==> src/rtl/prefetch_pkg.sv <==
// Shared types for the instruction prefetch buffer: FIFO entry layout,
// address alignment mask and the request FSM encoding.
package prefetch_pkg;

   typedef struct packed {
      logic [31:0] addr;
      logic [31:0] rdata;
      logic        err;
   } fetch_entry_t;

   localparam logic [31:0] ALIGN_MASK = 32'hFFFF_FFFC;

   typedef enum logic [1:0] {
      S_IDLE,
      S_REQ,
      S_REQ_STALE
   } req_state_e;

endpackage

==> src/rtl/prefetch_fifo.sv <==
// DEPTH-entry FIFO of fetch entries. Pointers carry one extra wrap bit so
// full and empty are distinguished; flush drops everything in one cycle.
module prefetch_fifo
   import prefetch_pkg::*;
#(
   parameter int DEPTH = 4
) (
   input  logic                     clk_i,
   input  logic                     rst_i,
   input  logic                     push_i,
   input  fetch_entry_t             wdata_i,
   input  logic                     pop_i,
   input  logic                     flush_i,
   output fetch_entry_t             rdata_o,
   output logic [$clog2(DEPTH):0]   count_o,
   output logic                     full_o,
   output logic                     empty_o
);
   localparam int AW = $clog2(DEPTH);

   logic [AW:0]  wptr_q, wptr_d, rptr_q, rptr_d;
   fetch_entry_t mem_q [DEPTH];

   assign count_o = wptr_q - rptr_q;
   assign full_o  = (count_o == (AW+1)'(DEPTH));
   assign empty_o = (wptr_q == rptr_q);
   assign rdata_o = mem_q[rptr_q[AW-1:0]];

   always_comb begin
      wptr_d = wptr_q;
      rptr_d = rptr_q;
      if (flush_i) begin
         rptr_d = wptr_q;
      end else begin
         if (push_i)
            wptr_d = wptr_q + 1'b1;
         if (pop_i && !empty_o)
            rptr_d = rptr_q + 1'b1;
      end
   end

   always_ff @(posedge clk_i) begin
      if (rst_i) begin
         wptr_q <= '0;
         rptr_q <= '0;
      end else begin
         wptr_q <= wptr_d;
         rptr_q <= rptr_d;
      end
   end

   always_ff @(posedge clk_i) begin
      if (push_i && !flush_i)
         mem_q[wptr_q[AW-1:0]] <= wdata_i;
   end

endmodule

==> src/rtl/instr_prefetch_buffer.sv <==
// Instruction prefetch front-end: credit-limited request issue, stale-response
// discard after redirects, and a valid/ready instruction output.
// Optional macro PREFETCH_BYPASS_EN: forward a response straight to the output when the FIFO is empty.
module instr_prefetch_buffer
   import prefetch_pkg::*;
#(
   parameter int DEPTH           = 4,
   parameter int NUM_OUTSTANDING = 2
) (
   input  logic        clk_i,
   input  logic        rst_i,
   input  logic [31:0] boot_addr_i,
   input  logic        fetch_en_i,
   input  logic        branch_i,
   input  logic [31:0] branch_addr_i,
   output logic        valid_o,
   input  logic        ready_i,
   output logic [31:0] rdata_o,
   output logic [31:0] addr_o,
   output logic        err_o,
   output logic        instr_req_o,
   input  logic        instr_gnt_i,
   output logic [31:0] instr_addr_o,
   input  logic        instr_rvalid_i,
   input  logic [31:0] instr_rdata_i,
   input  logic        instr_err_i
);
   localparam int CW = $clog2(DEPTH) + 1;

   req_state_e    state_q, state_d;
   logic [31:0]   faddr_q, faddr_d, btgt_q, btgt_d, raddr_q, raddr_d;
   logic [CW-1:0] outst_q, outst_d, disc_q, disc_d;
   logic [CW-1:0] fifo_count;
   logic          fifo_full, fifo_empty, fifo_push, fifo_pop;
   fetch_entry_t  fifo_head, rsp_entry, out_entry;
   logic [31:0]   boot_aligned, branch_tgt;
   logic          credit_ok, issue, grant, rsp_drop, rsp_take, bypass, out_vld;

   assign boot_aligned = boot_addr_i & ALIGN_MASK;
   assign branch_tgt   = branch_addr_i & ALIGN_MASK;

   // Every in-flight request already owns a FIFO slot, so responses never overflow.
   assign credit_ok = !fifo_full && (outst_q < CW'(NUM_OUTSTANDING)) &&
                      (({1'b0, fifo_count} + {1'b0, outst_q}) < (CW+1)'(DEPTH));
   assign issue        = fetch_en_i && !branch_i && credit_ok;
   assign instr_req_o  = !rst_i && ((state_q != S_IDLE) || issue);
   assign instr_addr_o = rst_i ? boot_aligned : faddr_q;
   assign grant        = instr_req_o && instr_gnt_i;

   assign rsp_drop  = (disc_q != '0);
   assign rsp_take  = !rst_i && instr_rvalid_i && !rsp_drop && !branch_i;
   assign rsp_entry = '{addr: raddr_q, rdata: instr_rdata_i, err: instr_err_i};

`ifdef PREFETCH_BYPASS_EN
   assign bypass = fifo_empty && rsp_take;
`else
   assign bypass = 1'b0;
`endif

   assign fifo_push = rsp_take && !(bypass && ready_i);
   assign fifo_pop  = !fifo_empty && ready_i && !branch_i;
   assign out_vld   = !fifo_empty || bypass;
   assign out_entry = fifo_empty ? rsp_entry : fifo_head;

   assign valid_o = out_vld;
   assign rdata_o = out_vld ? out_entry.rdata : '0;
   assign addr_o  = out_vld ? out_entry.addr  : '0;
   assign err_o   = out_vld && out_entry.err;

   always_comb begin
      state_d = state_q;
      faddr_d = faddr_q;
      btgt_d  = btgt_q;
      raddr_d = raddr_q;
      outst_d = outst_q + CW'(grant) - CW'(instr_rvalid_i);
      disc_d  = disc_q;

      unique case (state_q)
         S_IDLE:      if (issue && !instr_gnt_i) state_d = S_REQ;
         S_REQ:       if (instr_gnt_i) state_d = S_IDLE;
                      else if (branch_i) state_d = S_REQ_STALE;
         S_REQ_STALE: if (instr_gnt_i) state_d = S_IDLE;
         default:     state_d = S_IDLE;
      endcase

      // A held request must keep its address; the target waits in btgt_q.
      if (branch_i && !((state_q != S_IDLE) && !instr_gnt_i))
         faddr_d = branch_tgt;
      else if (grant)
         faddr_d = (state_q == S_REQ_STALE) ? btgt_q : faddr_q + 32'd4;

      if (branch_i) begin
         btgt_d  = branch_tgt;
         raddr_d = branch_tgt;
         disc_d  = outst_d;
      end else begin
         if (rsp_take)
            raddr_d = raddr_q + 32'd4;
         disc_d = disc_q - CW'(instr_rvalid_i && rsp_drop)
                         + CW'(grant && (state_q == S_REQ_STALE));
      end
   end

   always_ff @(posedge clk_i) begin
      if (rst_i) begin
         state_q <= S_IDLE;
         faddr_q <= boot_aligned;
         btgt_q  <= boot_aligned;
         raddr_q <= boot_aligned;
         outst_q <= '0;
         disc_q  <= '0;
      end else begin
         state_q <= state_d;
         faddr_q <= faddr_d;
         btgt_q  <= btgt_d;
         raddr_q <= raddr_d;
         outst_q <= outst_d;
         disc_q  <= disc_d;
      end
   end

   prefetch_fifo #(.DEPTH(DEPTH)) u_fifo (
      .clk_i   (clk_i),
      .rst_i   (rst_i),
      .push_i  (fifo_push),
      .wdata_i (rsp_entry),
      .pop_i   (fifo_pop),
      .flush_i (branch_i),
      .rdata_o (fifo_head),
      .count_o (fifo_count),
      .full_o  (fifo_full),
      .empty_o (fifo_empty)
   );

endmodule

==> config.mk <==
export PLATFORM = sky130hd
export DESIGN_NAME = instr_prefetch_buffer
export DESIGN_NICKNAME = d
export VERILOG_FILES = /design/src/rtl/prefetch_pkg.sv /design/src/rtl/prefetch_fifo.sv /design/src/rtl/instr_prefetch_buffer.sv
export SDC_FILE = /design/constraint.sdc
export NUM_CORES = 1
export LEC_CHECK = 0
export CORE_ASPECT_RATIO = 0.8
export CORE_MARGIN = 2
export CORE_UTILIZATION = 40
export DETAILED_ROUTE_END_ITERATION = 7
export SYNTH_ARGS = -nofsm -noshare
export SYNTH_HDL_FRONTEND = slang
export SYNTH_SLANG_ARGS = --single-unit
==> constraint.sdc <==
create_clock -name clk_i -period 4.25 [get_ports clk_i]
set_input_delay 0.425 -clock clk_i [delete_from_list [all_inputs] [get_ports clk_i]]
set_output_delay 0.425 -clock clk_i [all_outputs]
set_load 0.05 [all_outputs]
# == Word-level counts from Yosys, hierarchy flattened ==
# Memories as Yosys holds them, arrays and structs flattened. A register that Yosys moved wholly into a read port is not among the register bits.
# Cells that the tools add are included.
# word_totals
latch_bits,0
ram_bits,260
in_bits,104
memories,1
mem_bits_ro,0
regBits,108
# memory_table
name,words,word_bits,rd,rd_clocked_by_memory_dff,write_ports,line_no,text
u_fifo.mem_q,4,65,1,1,1,prefetch_fifo.sv:22,fetch_entry_t mem_q [DEPTH];
# op_classes
div,0
mux,25
eq_ne,7
order_cmp,2
shifts,0
multipliers,0
reduce_logical,38
bitwise_logic,1
addsub,10
# op_table
op,n
$mux 32,12
$mux 65,1
$add 32x3->32 const B,2
$logic_and 1x1->1,19
$mux 2,6
$mux 3,3
$reduce_bool 3->1,3
$logic_not 1->1,7
$add 3x1->3,2
$add 3x1->3 const B,2
$pmux 2 s3,1
$reduce_bool 2->1,3
$sub 3x1->3,2
$add 3x3->4,1
$lt 4x3->1 const B,1
$ne 2x2->1 const B,2
$reduce_or 2->1,2
$eq 3x3->1,1
$eq 3x3->1 const B,1
$lt 3x2->1 const B,1
$ne 3x3->1 const B,1
$reduce_and 3->1,1
$sub 3x3->3,1
$eq 2x1->1 const B,1
other kinds (6),7

# == Longest topological paths before layout ==
# Gate-level depths: netlist of the first run.
# depth
ltp_word,12
ltp_mapped,19
ltp_nobuf,19

# == Cells and area by module ==
# A second synthesis of the first run with hierarchy kept.
# hier_totals
hier_cells,1154
hier_area_um2,16614.7
# modules_own_cells
mod,n_inst,cells_each,area_each_um2
prefetch_fifo,1,401,9938.3
instr_prefetch_buffer,1,753,6676.4

# == Worst setup path after synthesis of the first run ==
# Ideal clock, no wire load.
# synth_path
path_type,flip-flop to flip-flop
from,register u_fifo.wptr_q[0]
to,register disc_q[2]
required_time_ns,4.127
period_less_slack_ns,3.639
arrival_time_ns,3.515
path_stages_with_launch,20
slack_ns,0.611
path_cell_list,dfxtp_1 > inv_1 > ha_1 > inv_1 > fa_1 > xnor3_1 > ha_1 > nor4_1 > nand4_1 > o21ai_0 > nand2_1 > ha_1 > inv_1 > ha_1 > inv_1 > fa_1 > xnor2_1 > nor2_1 > nor2_1 > a21oi_1
# synth_via
elab_chain_cells,12
# synth_rtl
element,line_no,text
from (decl),prefetch_fifo.sv:21,"logic [AW:0] wptr_q, wptr_d, rptr_q, rptr_d;"
from (signal assigned),prefetch_fifo.sv:47,wptr_q <= wptr_d;
$sub 3x3->3 (*),prefetch_fifo.sv:24,assign count_o = wptr_q - rptr_q;
"parallel branches: the longest is 3 deep, another holds $add 3x3->4",--,
$logic_and 1x1->1 (*),instr_prefetch_buffer.sv:43,assign credit_ok = !fifo_full && (outst_q < CW'(NUM_OUTSTANDING)) &&
$logic_and 1x1->1 (*),instr_prefetch_buffer.sv:45,assign issue = fetch_en_i && !branch_i && credit_ok;
$logic_or 1x1->1 (*),instr_prefetch_buffer.sv:46,assign instr_req_o = !rst_i && ((state_q != S_IDLE) || issue);
$logic_and 1x1->1 (*),instr_prefetch_buffer.sv:46,
$logic_and 1x1->1 (*),instr_prefetch_buffer.sv:48,assign grant = instr_req_o && instr_gnt_i;
$add 3x1->3 / $logic_and 1x1->1 (equally long branches),"instr_prefetch_buffer.sv:75, instr_prefetch_buffer.sv:100",
$sub 3x1->3 / $add 3x1->3 (equally long branches),"instr_prefetch_buffer.sv:75, instr_prefetch_buffer.sv:100",
$mux 3 (*),instr_prefetch_buffer.sv:92,if (branch_i) begin
to (signal assigned),instr_prefetch_buffer.sv:118,disc_q <= disc_d;
to (decl),instr_prefetch_buffer.sv:32,"logic [CW-1:0] outst_q, outst_d, disc_q, disc_d;"
# Mark *: on every way between the ends.
# A chain may end at the register's enable or synchronous reset.

# == Worst setup path in the final report of the first run ==
# Same ends and word-level chain as after synthesis.

==> flow_summary.ini, run 1 <==
[cts]
hold_buffers = 0
cts_max_level = 2
cts.clk_slew.worst_paths_ps = 60
cts_tree = yes
clkSinkCount = 360
clock_latency_ps = 530
cts_root_buf = clkbuf_16
cts_buffers = 37
cts_buffer_depth = 3
cts_setup_buffers = 0

[route]
drc_errors = 0
num_vias = 10140
wirelength_mm = 39.96
vias_per_cell = 5.394
wl_per_cell_um = 21.26
drt_iter0_markers = 791
antenna_left = 0
drt_first_pass_iters = 6

[critical_path]
cp-end-kind = flip-flop
critPathLaunchType = flip-flop
criticalPathCategory = flip-flop to flip-flop
path_max_fanout = 4
path_cells = inv_1 > ha_1 > inv_1 > fa_1 > xnor3_1 > ha_1 > nor4_2 > nand4_1 > o21ai_1 > nand2_1 > ha_1 > inv_1 > ha_1 > inv_1 > fa_1 > xnor2_1 > nor2_1 > nor2_1 > a21oi_1
cp.arrival_ps = 4270
crit_path_max_incr_delay_ps = 430
cp_num_buf_inv = 4
cp_top_family = adder cells
required_ps = 4650
rrSetupSlack_ps = 370
crit_slowest_cell = fa_1

[synth]
synth-warning-count = 0
synth_area_leaders = edfxtp_1, mux4_2, nor2b_1
ys_types = 54
synth_top_area_share = 0.6389
syn_inst = 1107
synthFlopType = edfxtp_1
avgSynthCellArea_sq_um = 14.52
synthesis.area_sq_um = 16070
synth_seq_cells = 360
yosysSeqAreaShare = 0.6613
ys_async_sr_fraction = 0
yosysTopAreaCell = edfxtp_1
synth_edf_count = 342

[global_route]
grtUsageTotal = 0.1917
grt_pass1_vias = 10330
gr-total-overflow = 0
antenna_found_initial = 0
grt_pass1_wl_mm = 61.34
grt_start_max_net_pins = 96

[run_status]
status = completed

[layout]
drive_gt1_frac = 0.1235
fin_nets = 1440
multiInputGateArea_sq_um = 4950
regArea_sq_um = 10640
syn2layout_area_growth_pct = 24.36
final_cell_area_sq_um = 19990
insertedDiodeCount = 0
fillers = 3418

[timing]
period_share = 0.9124
clock_skew_ps = 14.66
rsz0062_at_grt = false
setup_violations = 0
tns_ps = 0
layout_min_cycle_time_ps = 3878
max_freq_mhz = 257.9
hold_violations = 0
drv_slew = 0
relSlewSlack = 0.2408
tightestPinTransition_ps = 1128

[die]
die_area_sq_um = 41820
initial_utilization = 0.4067
core_area_sq_um = 39530
dieWidth_um = 228.1
boundaryPins = 203
die_y_um = 183.3
core.rowCount = 65

[power]
p_per_area_nw_per_um2 = 452.0
vdd_ir_drop_max_uv = 218.3
leakagePower_uw = 0.006650
p_total_uw = 9035

[placement]
place_congestion = 0.8167
dpl_cell_area_sq_um = 18820
post-dp-hpwl_mm = 25.99
port_buffers = 196

[hold_path]
hold_class = flip-flop to flip-flop

[flow_run]
cap_violations = 0
worst paths after layout:
check	startpoint	endpoint	depth (start not counted)
worst max-delay path	u_fifo.wptr_q[0]$_SDFFE_PP0P_	disc_q[2]$_SDFF_PP0_	19
worst min-delay path	u_fifo.wptr_q[2]$_SDFFE_PP0P_	u_fifo.rptr_q[2]$_SDFFE_PP0N_	2
worst max register to register	u_fifo.wptr_q[0]$_SDFFE_PP0P_	disc_q[2]$_SDFF_PP0_	19
worst min register to register	u_fifo.wptr_q[2]$_SDFFE_PP0P_	u_fifo.rptr_q[2]$_SDFFE_PP0N_	2
synthesized netlist by cell type, types with 16 or more instances:
library cell  instances
xnor2_1              46
nand4_1              18
mux4_2               63
edfxtp_1            342
nand2_1              71
nor2b_1              69
a21oi_1              18
nand3_1              33
clkbuf_1             37
o221ai_1             19
o21ai_0              80
dfxtp_1              18
inv_1                73
nor2_1               47
ha_1                 16
layout make-up:
class,count,area share
Clock inverter,22,0.01039
Inverter,76,0.01427
Timing Repair Buffer,227,0.1145
Multi-Input combinational cell,615,0.2476
Sequential cell,360,0.5320
Clock buffer,44,0.04763
Tap cell,536,0.03355
metal layers:
layer  routed length [um]  track usage
met1                18230       0.2765
met2                18100       0.2989
met3                 2857      0.03607
met4                  774      0.05281
met5                    0            0
state kept, by name, summed over array words and instances, names as in the netlist, named ones only:
name / count
u_fifo.rptr_q: 3
btgt_q: 30
u_fifo.wptr_q: 3
u_fifo.mem_q: 252
faddr_q: 32
state_q: 2
disc_q: 3
outst_q: 3
raddr_q: 30
cell usage in the layout, fill, tap and decap left out, types with 4 or more instances in the layout:
master | netlist | routed
clkbuf_1 | 37 | 7
xor2_1 | 11 | 11
clkinv_2 | 0 | 5
nor4_2 | 2 | 5
edfxtp_1 | 342 | 342
a21oi_1 | 18 | 18
and3_1 | 11 | 11
o221ai_1 | 19 | 19
clkinv_1 | 3 | 13
a211o_1 | 7 | 7
nand2_1 | 71 | 71
dfxtp_1 | 18 | 16
nand3_1 | 33 | 33
ha_1 | 16 | 16
o311ai_0 | 6 | 6
buf_4 | 2 | 25
nor2_1 | 47 | 45
clkdlybuf4s50_1 | 0 | 194
inv_1 | 73 | 73
bufinv_16 | 0 | 4
o21ai_0 | 80 | 79
nor2b_1 | 69 | 69
xnor2_1 | 46 | 46
a222oi_1 | 8 | 8
buf_12 | 0 | 8
and2_2 | 0 | 4
a211oi_1 | 4 | 4
mux4_2 | 63 | 63
nand4_1 | 18 | 18
clkbuf_16 | 0 | 37
o211ai_1 | 9 | 9
nor3_1 | 12 | 12
a31oi_1 | 6 | 6
nor4_1 | 11 | 8
where the power goes:
| group | total (uW) | internal, uW | switching (uW) | leakage [uW] |
|---|---|---|---|---|
| clock network | 3190 | 1840 | 1350 | 0.000565 |
| logic | 1540 | 596 | 944 | 0.00272 |
| registers | 4300 | 4120 | 183 | 0.00336 |
| total | 9040 | 6560 | 2480 | 0.00665 |
what timing repair did:
| action | in CTS | in global routing |
|---|---|---|
| gates resized for setup | 0 | 2 |
| setup endpoints to repair | 0 | 1 |
| endpoints found under the hold margin | 0 | 0 |
kinds of logic after synthesis:
| logic type | synth area share |
|---|---|
| XOR/XNOR | 0.03246 |
| multiplexers | 0.09154 |
| other | 0.0002333 |
| AND/OR/NAND/NOR | 0.09675 |
| flip-flops | 0.6613 |
| AO/OA/AOI/OAI | 0.06842 |
| buffers and inverters | 0.03308 |
| adder cells (fa/ha/maj) | 0.01619 |
tightest hold or removal path, cell delays in order (launching register included):
cell and delay [ps]:
dfxtp_1 350, nand2_1 70, a21oi_1 50
stage by stage:
stage	hold slack [ps]	util	setup slack, ps	cells
floorplan	480.7	-	611.5	1108
detailed placement	510.1	0.4763	204.5	1814
global route	535.8	0.5058	59.06	1880
finish	512.2	0.5058	372.5	1880
global placement	500.1	0.4763	313.8	1814
CTS	516.0	0.5056	195.7	1880
Power figures use the tool's default switching activity.
==> run 2: changes to the inputs <==
- CORE_UTILIZATION: 40 -> 56
- PLACE_DENSITY: default -> 0.81
==> flow_summary.ini, run 2 (same netlist as run 1, synthesis figures left out) <==
[route]
drt_iter0_markers = 1001
drt_first_pass_iters = 7
vias_per_cell = 6.057
drc_errors = 0
antenna_left = 0
num_vias = 10370
wirelength_mm = 38.05
wl_per_cell_um = 22.23

[timing]
hold_violations = 0
tightestPinTransition_ps = 1053
drv_slew = 0
tns_ps = 0
period_share = 0.9375
clock_skew_ps = 13.49
setup_slack_ps = 265.7
relSlewSlack = 0.2982
layout_min_cycle_time_ps = 3984
max_freq_mhz = 251.0
setup_violations = 0

[critical_path]
critPathLaunchType = flip-flop
r2r_cells = 19
rrSetupSlack_ps = 270
cp-end-kind = flip-flop
cp.arrival_ps = 4370
required_ps = 4640
reg2reg_to = disc_q[2]$_SDFF_PP0_
criticalPathCategory = flip-flop to flip-flop
worstSetupStartpoint = u_fifo.wptr_q[0]$_SDFFE_PP0P_
timing.rr.start = u_fifo.wptr_q[0]$_SDFFE_PP0P_
path_max_fanout = 4

[layout]
multiInputGateArea_sq_um = 4952
layout.cells.most_common = edfxtp_1
final_cell_area_sq_um = 19800
syn2layout_area_growth_pct = 23.20
fin_nets = 1439
drive_gt1_frac = 0.1244
fillers = 1871
insertedDiodeCount = 0
final_cell_mix = edfxtp_1, clkdlybuf4s50_1, o21ai_0
largest_reg_flops = 252
regArea_sq_um = 10640
fin_cells = 1712

[cts]
cts_root_buf = clkbuf_16
cts_buffer_depth = 3
cts_buffers = 37
cts_tree = yes
cts_max_level = 2
clock_latency_ps = 510
cts_setup_buffers = 0
clkSinkCount = 360
cts.clk_slew.worst_paths_ps = 60

[run_status]
status = completed

[die]
boundaryPins = 203
core.rowCount = 55
dieWidth_um = 193.4
die_area_sq_um = 30080
core_area_sq_um = 28280
initial_utilization = 0.5683
die_y_um = 155.5

[global_route]
antenna_found_initial = 0
gr-total-overflow = 0
grt_start_max_net_pins = 70
grt_pass1_wl_mm = 58.73
grtUsageTotal = 0.2542
grt_pass1_vias = 10420

[flow_run]
cap_violations = 0

[hold_path]
hold_depth = 2
worstHoldEndpoint = state_q[0]$_SDFFE_PP0P_
min_from = rst_i
hold_class = primary input to flip-flop

[placement]
place_congestion = 0.8580
post-place-ws_ps = 184.3
port_buffers = 196
place_inst = 1647
dpl_cell_area_sq_um = 18620
post-dp-hpwl_mm = 25.08

[power]
p_per_area_nw_per_um2 = 453.8
leakagePower_uw = 0.006673
vdd_ir_drop_max_uv = 388.1
-- run 2: cell count changes in the layout (fill, tap and decap cells not counted) --
cell,change
buf_12,+1
buf_4,-2
bufinv_16,-1
clkbuf_1,+3
clkbuf_8,+4
clkinv_1,-7
clkinvlp_4,-1
inv_8,+1
nor4_1,+1
nor4_2,-2
nor4_4,+1
-- run 2: metrics by stage --
stage            util  hold slack, ps  total power [uW]
2_1_floorplan       -           480.7              5300
3_3_place_gp   0.6585           497.4              5857
3_5_place_dp   0.6585           520.5              5892
4_1_cts        0.7000           441.1              9029
5_1_grt        0.7002           501.3              9295
6_report       0.7002           450.6              8988
-- run 2: what timing repair did --
item / in CTS / in global routing
endpoints found under the setup margin: 0 / 3
hold buffers: 0 / 0
gates resized for setup: 0 / 2
-- run 2: worst max-delay path, cell delays in order (launching register included) --
cell     delay (ps)
dfxtp_1         360
inv_1           150
ha_1            170
inv_1            60
fa_1            420
xnor3_1         210
ha_1            300
nor4_2          330
nand4_1         210
o21ai_1         280
nand2_1         130
ha_1            290
inv_1            50
ha_1            130
inv_1            50
fa_1            370
xnor2_1         160
nor2_1           60
nor2_1           90
a21oi_1          40
-- run 2: how the worst max path moves through the flow --
stage | to | slack [ps] | cells after the start
finish | disc_q[2]$_SDFF_PP0_ | 270 | 19
CTS | disc_q[2]$_SDFF_PP0_ | 150 | 19
floorplan | disc_q[2]$_SDFF_PP0_ | 610 | 19
global placement | disc_q[2]$_SDFF_PP0_ | 380 | 19
global route | disc_q[2]$_SDFF_PP0_ | -8 | 19
detailed placement | disc_q[2]$_SDFF_PP0_ | 180 | 19
-- run 2: cell type report --
class                      instances  share of cell area
clock buffer                      51             0.05143
clock inverter                    14            0.007834
inverter                          76             0.01440
multi-input combinational        615              0.2501
sequential                       360              0.5370
tap                              370             0.02338
timing repair buffer             226              0.1159
-- run 2: where the power goes --
part	leakage (uW)	internal [uW]	total [uW]	switching, uW
registers	0.00336	4120	4300	185
clock network	0.000578	1860	3150	1280
logic	0.00273	598	1540	938
-- run 2: per-layer routing --
layer	part of all wire	vias to the layer above	track usage
met5	0	-	0
li1	-	4640	-
met1	0.41	5080	0.3649
met3	0.098	75	0.04345
met2	0.47	575	0.4041
met4	0.023	0	0.07888
